===== src/rtl/mem_acc_ctrl.sv =====
// MEM-stage data access sequencer: drives the EX/MEM access onto a req/ack data bus,
// stalls the pipeline while outstanding, steers store lanes, aligns loads and flags exceptions.
module mem_acc_ctrl #(
   parameter int TIMEOUT_CYC = 16
) (
   input  logic        clk,
   input  logic        cpurst,
   input  logic        ex2mem_mem_en_ffout,
   input  logic        ex2mem_wr_mem_ffout,
   input  logic [31:0] ex2mem_memaddr_ffout,
   input  logic [31:0] ex2mem_wr_memwdata_ffout,
   input  logic [2:0]  ex2mem_mem_op_ffout,
   output logic        dbus_req,
   output logic        dbus_we,
   output logic [31:0] dbus_addr,
   output logic [31:0] dbus_wdata,
   output logic [3:0]  dbus_be,
   input  logic        dbus_ack,
   input  logic [31:0] dbus_rdata,
   input  logic        dbus_err,
   output logic        memacc_stall,
   output logic [31:0] mem_rdata,
   output logic        mem_rdata_vld,
   output logic        mem_exp,
   output logic [4:0]  mem_causecode,
   output logic [31:0] mem_mtval
);

   typedef enum logic [1:0] {IDLE, REQ, DONE} state_t;

   localparam logic [4:0] CNT_LIM = 5'(TIMEOUT_CYC - 1);

   state_t      state_q, state_d;
   logic [4:0]  cnt_q;
   logic [31:0] addr_q, wdata_q, rdata_q;
   logic [3:0]  be_q;
   logic [2:0]  op_q;
   logic        we_q, mis_q, flt_q;

   // Size decode on op[1:0]: 00 byte, 01 half, anything else word (covers 011/110/111).
   logic        is_b, is_h, misaligned;
   logic [3:0]  be_n;
   logic [31:0] wdata_n;
   logic [1:0]  a_lo;

   assign a_lo       = ex2mem_memaddr_ffout[1:0];
   assign is_b       = (ex2mem_mem_op_ffout[1:0] == 2'b00);
   assign is_h       = (ex2mem_mem_op_ffout[1:0] == 2'b01);
   assign misaligned = is_h ? a_lo[0] : (!is_b && (a_lo != 2'b00));

   always_comb begin
      be_n    = 4'hF;
      wdata_n = ex2mem_wr_memwdata_ffout;
      if (is_b) begin
         be_n    = 4'b0001 << a_lo;
         wdata_n = {4{ex2mem_wr_memwdata_ffout[7:0]}};
      end else if (is_h) begin
         be_n    = 4'b0011 << {a_lo[1], 1'b0};
         wdata_n = {2{ex2mem_wr_memwdata_ffout[15:0]}};
      end
   end

   always_comb begin
      state_d = state_q;
      case (state_q)
         IDLE:    if (ex2mem_mem_en_ffout) state_d = misaligned ? DONE : REQ;
         REQ:     if (dbus_ack || (cnt_q == CNT_LIM)) state_d = DONE;
         DONE:    state_d = IDLE;
         default: state_d = IDLE;
      endcase
   end

   always_ff @(posedge clk) begin
      if (cpurst) begin
         state_q <= IDLE;
         cnt_q   <= '0;
         addr_q  <= '0;
         wdata_q <= '0;
         rdata_q <= '0;
         be_q    <= '0;
         op_q    <= '0;
         we_q    <= 1'b0;
         mis_q   <= 1'b0;
         flt_q   <= 1'b0;
      end else begin
         state_q <= state_d;
         case (state_q)
            IDLE: begin
               cnt_q <= '0;
               if (ex2mem_mem_en_ffout) begin
                  addr_q  <= ex2mem_memaddr_ffout;
                  wdata_q <= wdata_n;
                  be_q    <= be_n;
                  op_q    <= ex2mem_mem_op_ffout;
                  we_q    <= ex2mem_wr_mem_ffout;
                  mis_q   <= misaligned;
                  flt_q   <= 1'b0;
               end
            end
            REQ: begin
               cnt_q <= cnt_q + 5'd1;
               // Ack wins over the timeout when both land in the same cycle.
               if (dbus_ack) begin
                  rdata_q <= dbus_rdata;
                  flt_q   <= dbus_err;
               end else if (cnt_q == CNT_LIM) begin
                  flt_q   <= 1'b1;
               end
            end
            default: cnt_q <= '0;
         endcase
      end
   end

   logic        done, exc;
   logic [31:0] sh, ld;

   assign done = (state_q == DONE);
   assign exc  = mis_q | flt_q;
   assign sh   = rdata_q >> {addr_q[1:0], 3'b000};

   always_comb begin
      case (op_q)
         3'b000:  ld = {{24{sh[7]}}, sh[7:0]};
         3'b100:  ld = {24'b0, sh[7:0]};
         3'b001:  ld = {{16{sh[15]}}, sh[15:0]};
         3'b101:  ld = {16'b0, sh[15:0]};
         default: ld = sh;
      endcase
   end

   assign dbus_req      = (state_q == REQ);
   assign dbus_we       = we_q;
   assign dbus_addr     = {addr_q[31:2], 2'b00};
   assign dbus_wdata    = wdata_q;
   assign dbus_be       = be_q;
   assign memacc_stall  = ((state_q == IDLE) && ex2mem_mem_en_ffout) || (state_q == REQ);
   assign mem_exp       = done && exc;
   assign mem_rdata_vld = done && !exc && !we_q;
   assign mem_rdata     = mem_rdata_vld ? ld : 32'h0;
   // 4/6 misaligned, 5/7 fault; bit 1 selects store.
   assign mem_causecode = mem_exp ? {3'b001, we_q, !mis_q} : 5'd0;
   assign mem_mtval     = mem_exp ? addr_q : 32'h0;

endmodule


===== config.mk =====
export PLATFORM = sky130hd
export DESIGN_NAME = mem_acc_ctrl
export DESIGN_NICKNAME = d
export VERILOG_FILES = /design/src/rtl/mem_acc_ctrl.sv
export SDC_FILE = /design/constraint.sdc
export NUM_CORES = 1
export LEC_CHECK = 0
export BUFFER_PORTS_ARGS = -buffer_cell sky130_fd_sc_hd__buf_2
export CAP_MARGIN = 10
export CORE_ASPECT_RATIO = 1.2
export CORE_MARGIN = 5
export CORE_UTILIZATION = 35
export DETAILED_ROUTE_END_ITERATION = 6
export GPL_ROUTABILITY_DRIVEN = 0
export PLACE_DENSITY = 0.66
export SLEW_MARGIN = 20
export SYNTH_ARGS = -nofsm -noshare
export SYNTH_HDL_FRONTEND = slang
export SYNTH_SLANG_ARGS = --single-unit

===== constraint.sdc =====
create_clock -name clk -period 2.5 [get_ports clk]
set_clock_uncertainty 0.2 [all_clocks]
set_input_delay 0.5 -clock clk [delete_from_list [all_inputs] [get_ports clk]]
set_output_delay 0.5 -clock clk [all_outputs]
set_load 0.02 [all_outputs]

==> metrics.md, run 1 <==
| Metric | Value |
|---|---|
| Worst-path fanout max | `8` |
| WS Path Type | `flop to output pin` |
| Initial antenna violation count | `2` |
| Routed wire length | `18690 um` |
| Synth Register Bits | `113` |
| Sequential cell area fraction in the yosys report | `0.3997` |
| WP buf/inv | `3` |
| Ant diodes | `0` |
| DRC | `0` |
| Largest net degree at the start of global routing | `65` |
| CP Data Required Time | `1800 ps` |
| Simple-Gate Fraction of Synth Area | `0.2328` |
| Slew margin rel. | `0.5677` |
| Die width | `126.1 um` |
| Max Cap Violations | `0` |
| Distinct cells, synth | `42` |
| Pwr dens | `644.6 nW/um^2` |
| Detailed Place HPWL | `13160 um` |
| Setup TNS | `-2380 ps` |
| Peak VDD IR | `0.0003896 V` |
| Finish-stage setup viols | `24` |
| Htree depth | `4` |
| Top FF cell, synth | `dfxtp_1` |
| Syn. warnings | `0` |
| Worst path max stage delay | `370 ps` |
| Actual slew at the worst max-slew pin | `648.5 ps` |
| Endpoint type of the worst setup path | `output pin` |
| I/O Buffers | `242` |
| Longest Clk Path Bufs | `2` |
| Area Growth Syn to Fin | `38.78%` |
| Final Hold Vio Count | `0` |
| Cell Area, Synth | `5659 sq um` |
| Final Non-Filler Cells | `1148` |
| Final Power | `5.063 mW` |
| Family with the most delay on the worst path | `buffers and inverters` |
| Total GRT Usage | `0.1866` |
| Leakage | `3.479 nW` |
| RSZ-0062 raised after global routing | `yes` |
| Initial DRC Count | `402` |
| Num CTS Buffers | `17` |
| Core region area | `16080 sq um` |
| CP cell instances | `mux2_4 > a222oi_1 > buf_4 > buf_8 > o21ai_2 > buf_6` |
| Worst path arrival time | `1950 ps` |
| Post-synthesis cell count | `725` |
| Die footprint | `18820 sq um` |
| Async set or reset register ratio after synthesis | `0` |
| Clock Latency Late Sink | `400 ps` |
| DR vias | `5760` |
| Final net count | `1031` |
| Largest cells by area after synthesis | `dfxtp_1 (40%), nand2_1 (12%), a21oi_1 (8.8%)` |
| Final worst setup slack | `-149.4 ps` |
| Fmax | `377.4 MHz` |
| Cell taking the most area after synthesis | `dfxtp_1` |
| Mapped Avg Cell Area | `7.806 sq um` |
| Crit path launch type | `flop` |
| FF/Latch Area | `2275 sq um` |
| Post-Synth Adder-Cell Area | `0.004422` |
| Outcome | `complete, but fails checks` |
| Util after Layout | `0.4884` |
| Routed wire per std cell | `16.28 um` |
| Largest family of logic cells by synthesized area | `simple AND/OR/NAND/NOR gates` |
| I/O Pins | `247` |
| # rows | `51` |
| First-pass DRT Iterations | `5` |
| Grt total ovfl | `0` |
| # clock sinks | `113` |
| Top cell type's share of synthesized area | `0.3997` |
| Xor-xnor portion of the synthesized cell area | `0.004643` |
| Slowest stage cell, crit path | `dfxtp_4` |
| Worst min path class | `input pin to flop` |
| Final worst path period need | `2649 ps` |
| Failing checks | `negative setup slack` |
| Starting density of the core | `0.3519` |
| Hold-fix buffers, CTS | `0` |
| Multi-input logic area | `3053 sq um` |
| Compound-cell area share of the yosys netlist | `0.1824` |
| DIE HEIGHT | `149.3 um` |
| Tcrit/Tclk final | `1.060` |
| Share of post-route cells with drive strength above 1 | `0.4038` |
| Dpl ws | `113.7 ps` |
| Reg clk slew, reported paths | `50 ps` |
| Vias in the first global route | `5403` |
| # placed instances | `1107` |
| Final ANT Viol Nets | `0` |
| Slew Limit Fails | `0` |
| Vias per std cell | `5.017` |
| Root Buffer | `clkbuf_16` |
| EDFF count, synth | `0` |
| CTS tree | `done` |
| Mux cell area share after synthesis | `0.08026` |
| Fill cells | `1613` |
| First-pass GRT wire length | `28360 um` |
## final cells by class
type,count,share of cell area
multi-input combinational,513,0.3887
sequential,113,0.2896
timing repair buffer,272,0.2135
clock buffer,18,0.05592
tap,212,0.03377
clock inverter,13,0.01466
inverter,7,0.003823
## cells by family after synthesis
kind of cell    count (synthesis)
simple gates                  286
compound gates                177
flops                         113
buf+inv                       102
mux                            41
xor+xnor                        3
fa+ha+maj                       2
other cells                     1
## through the flow
step / hold WS, ps / area (sq um)
detailed placement: 241.9 / 6818
floorplan: 217.6 / 5670
finish: 133.3 / 7854
global placement: 237.9 / 6818
CTS: 112.0 / 7674
global route: 120.2 / 7854
## worst reg2reg max path: stages, from the launching register on
cell	delay [ps]
dfxtp_1	330
buf_4	160
or3b_2	450
buf_4	330
a221o_1	370
a21oi_1	140
## path summary, 6_finish.rpt
check                                                 from                          to  slack [ps]  cells past startpoint
worst min register to register  dbus_wdata[5]$_SDFFE_PP0P_  dbus_wdata[5]$_SDFFE_PP0P_         250                      2
worst max register to register     state_q[0]$_SDFFE_PP0P_          flt_q$_SDFFE_PP0P_         440                      5
worst max-delay path                addr_q[1]$_SDFFE_PP0P_               mem_rdata[22]        -150                      6
worst min-delay path                         dbus_rdata[8]     rdata_q[8]$_SDFFE_PP0P_         130                      3
## state kept, by name, indices dropped and copies added (netlist names)
signal,cells
cnt_q,5
addr_q,32
op_q,3
state_q,2
flt_q,1
rdata_q,32
dbus_wdata,32
mis_q,1
dbus_be,4
dbus_we,1
## cells in the mapped netlist (all sizes together), types with 8 or more instances
| master | number |
|---|---|
| o211ai | 9 |
| nand2 | 174 |
| nand2b | 12 |
| nand4b | 8 |
| nand3 | 9 |
| buf | 51 |
| clkbuf | 44 |
| o21ai | 31 |
| and2 | 34 |
| a21oi | 100 |
| a311oi | 8 |
| a211oi | 16 |
| nor2 | 30 |
| mux2i | 15 |
| dfxtp | 113 |
| mux2 | 25 |
| a32oi | 8 |
## power by group
| group | switching (mW) | internal [mW] |
|---|---|---|
| combinational | 0.520 | 0.317 |
| clock | 0.845 | 1.38 |
| sequential | 0.0821 | 1.91 |
## repair_timing
item	CTS	global route
setup endpoints to repair	34	33
pin swaps	3	4
hold endpoints to repair	0	0
resized for setup	84	37
cloned	1	1
setup buffers	6	2
## cells in the final DEF (no fill, tap or decap), drive strengths merged, types with 2 or more instances in the layout
master	instances
mux2i	15
a32oi	8
a311oi	8
nand3	9
xor2	2
and3	2
nor2b	5
buf	271
mux2	25
o211ai	9
dfxtp	113
nand4b	8
ha	2
clkinv	7
or2	3
nor3	3
nor2	30
clkinvlp	5
a211oi	16
nand2	174
inv	7
nand2b	12
clkbuf	19
conb	4
nor4b	2
a21oi	100
o21ai	31
and2	34
## per-layer routing
layer	vias up	track usage	routed length, um
met5	-	0	40
met4	4	0.05955	456
li1	2829	-	-
met2	210	0.3235	9410
met3	37	0.06160	1332
met1	2680	0.2177	7446
No activity file was read; power rests on OpenSTA's default activity.
==> run 2, diff against run 1 <==
BUFFER_PORTS_ARGS = -buffer_cell sky130_fd_sc_hd__clkbuf_2   (was -buffer_cell sky130_fd_sc_hd__buf_2)
==> run 2 against run 1 <==
Against the previous run:
- the flow still finishes with violations (negative setup slack)
- first-iteration DRC count is 22% lower
- design area down 0.76%
- maximum frequency decreased by 0.62%
- combinational power decreased by 2%
- total power is 2.7% higher
- non-clock buffer count fell by 2
- critical path type unchanged
- largest cell class unchanged
- highest routed layer unchanged
==> metrics.md, run 2 (synthesis results as in run 1) <==
| Metric | Value |
|---|---|
| Outcome | `complete, but fails checks` |
| Failing checks | `negative setup slack` |
| Grt total ovfl | `0` |
| CP Data Required Time | `1800 ps` |
| Longest Clk Path Bufs | `2` |
| Most frequent CP cell | `buf_6` |
| Routed wire per std cell | `15.90 um` |
| Family with the most delay on the worst path | `buffers and inverters` |
| First-pass GRT wire length | `28090 um` |
| CTS tree | `done` |
| Dpl cell area | `6823 sq um` |
| Final Hold Vio Count | `0` |
| DIE HEIGHT | `149.3 um` |
| Tcrit/Tclk final | `1.066` |
| Worst path max stage delay | `360 ps` |
| Die footprint | `18820 sq um` |
| Commonest non-fill, non-tap cell in the layout | `clkbuf_2` |
| Worst path arrival time | `1970 ps` |
| Num CTS Buffers | `17` |
| Crit path launch type | `flop` |
| Actual slew at the worst max-slew pin | `655.3 ps` |
| Clock Latency Late Sink | `400 ps` |
| Slowest stage cell, crit path | `dfxtp_4` |
| Fill cells | `1605` |
| Setup TNS | `-2621 ps` |
| Design area | `7794 sq um` |
| Share of post-route cells with drive strength above 1 | `0.3929` |
| Worst min path class | `input pin to flop` |
| Core region area | `16080 sq um` |
| Final Non-Filler Cells | `1146` |
| Detailed Place HPWL | `13170 um` |
| Leakage | `3.425 nW` |
| DR vias | `5628` |
| Worst-path fanout max | `8` |
| Starting density of the core | `0.3519` |
| Final Power | `5.199 mW` |
| Final net count | `1029` |
| Dpl ws | `193.6 ps` |
| Initial DRC Count | `315` |
| Htree depth | `4` |
| Finish-stage setup viols | `21` |
| Final worst path period need | `2666 ps` |
| Reg clk slew, reported paths | `60 ps` |
| Final ANT Viol Nets | `0` |
| Vias in the first global route | `5450` |
| CP cell instances | `buf_6 > mux2_4 > a222oi_1 > buf_4 > buf_12 > o21ai_2 > buf_6` |
| WS Path Type | `flop to output pin` |
| Area Growth Syn to Fin | `37.72%` |
| RSZ-0062 raised after global routing | `yes` |
| Routed wire length | `18220 um` |
| Util after Layout | `0.4847` |
| Ant diodes | `0` |
| Endpoint type of the worst setup path | `output pin` |
| Die width | `126.1 um` |
| I/O Pins | `247` |
| DRC | `0` |
| I/O Buffers | `242` |
| Total GRT Usage | `0.1853` |
| Vias per std cell | `4.911` |
| Hold Slack | `110.8 ps` |
| Most frequent cells in the layout | `clkbuf_2 (217), nand2_1 (172), dfxtp_1 (107), a21oi_1 (100), and2_1 (34)` |
| Peak VDD IR | `0.0003118 V` |
| Pwr dens | `667.1 nW/um^2` |
| # placed instances | `1106` |
| Slew margin rel. | `0.5632` |
| Max Cap Violations | `0` |
| # clock sinks | `113` |
| First-pass DRT Iterations | `4` |
| Largest net degree at the start of global routing | `65` |
| # rows | `51` |
| Final worst setup slack | `-165.9 ps` |
| WP buf/inv | `4` |
| Fmax | `375.1 MHz` |
| Slew Limit Fails | `0` |
| R2R Setup Slk | `460 ps` |
| Root Buffer | `clkbuf_16` |
| Initial antenna violation count | `2` |
[run 2: routing by layer]
layer | vias up | track usage | wire [um]
met3 | 33 | 0.06089 | 1214
met1 | 2585 | 0.2178 | 7474
met2 | 180 | 0.3158 | 9115
met5 | - | 0 | 22
li1 | 2826 | - | -
met4 | 4 | 0.06706 | 391
[run 2: cell type report]
cell class	count	area, sq um	area share
clock buffers	22	484.2	0.06213
flip-flops and latches	113	2275	0.2919
inverters	7	30.03	0.003853
well taps	212	265.3	0.03403
multi-input cells	513	3027	0.3883
clock inverters	9	106.4	0.01365
repair buffers	270	1607	0.2061
[run 2: tightest hold or removal path, cell delays in order]
cell      delay, ps
clkbuf_2         80
nand2_1          40
a21oi_1          50
[run 2: path summary, 6_finish.rpt]
kind,startpoint,to,depth (start not counted)
min,ex2mem_memaddr_ffout[4],addr_q[4]$_SDFFE_PP0P_,3
max,addr_q[1]$_SDFFE_PP0P_,mem_rdata[31],7
max reg2reg,state_q[0]$_SDFFE_PP0P_,dbus_be[3]$_SDFFE_PP0P_,5
min reg2reg,cnt_q[0]$_SDFF_PP0_,cnt_q[0]$_SDFF_PP0_,1
[run 2: repair_timing]
item,in CTS,in global routing
cloned,2,0
hold buffers,0,0
endpoints found under the hold margin,0,0
pin swaps,2,5
buffers inserted,7,0
gates resized for setup,36,85
endpoints found under the setup margin,34,32
[run 2: power breakdown]
| part | total [mW] | internal [mW] | switching (mW) |
|---|---|---|---|
| sequential | 2.00 | 1.92 | 0.0879 |
| clock | 2.38 | 1.56 | 0.815 |
| combinational | 0.819 | 0.309 | 0.510 |
| total | 5.20 | 3.79 | 1.41 |
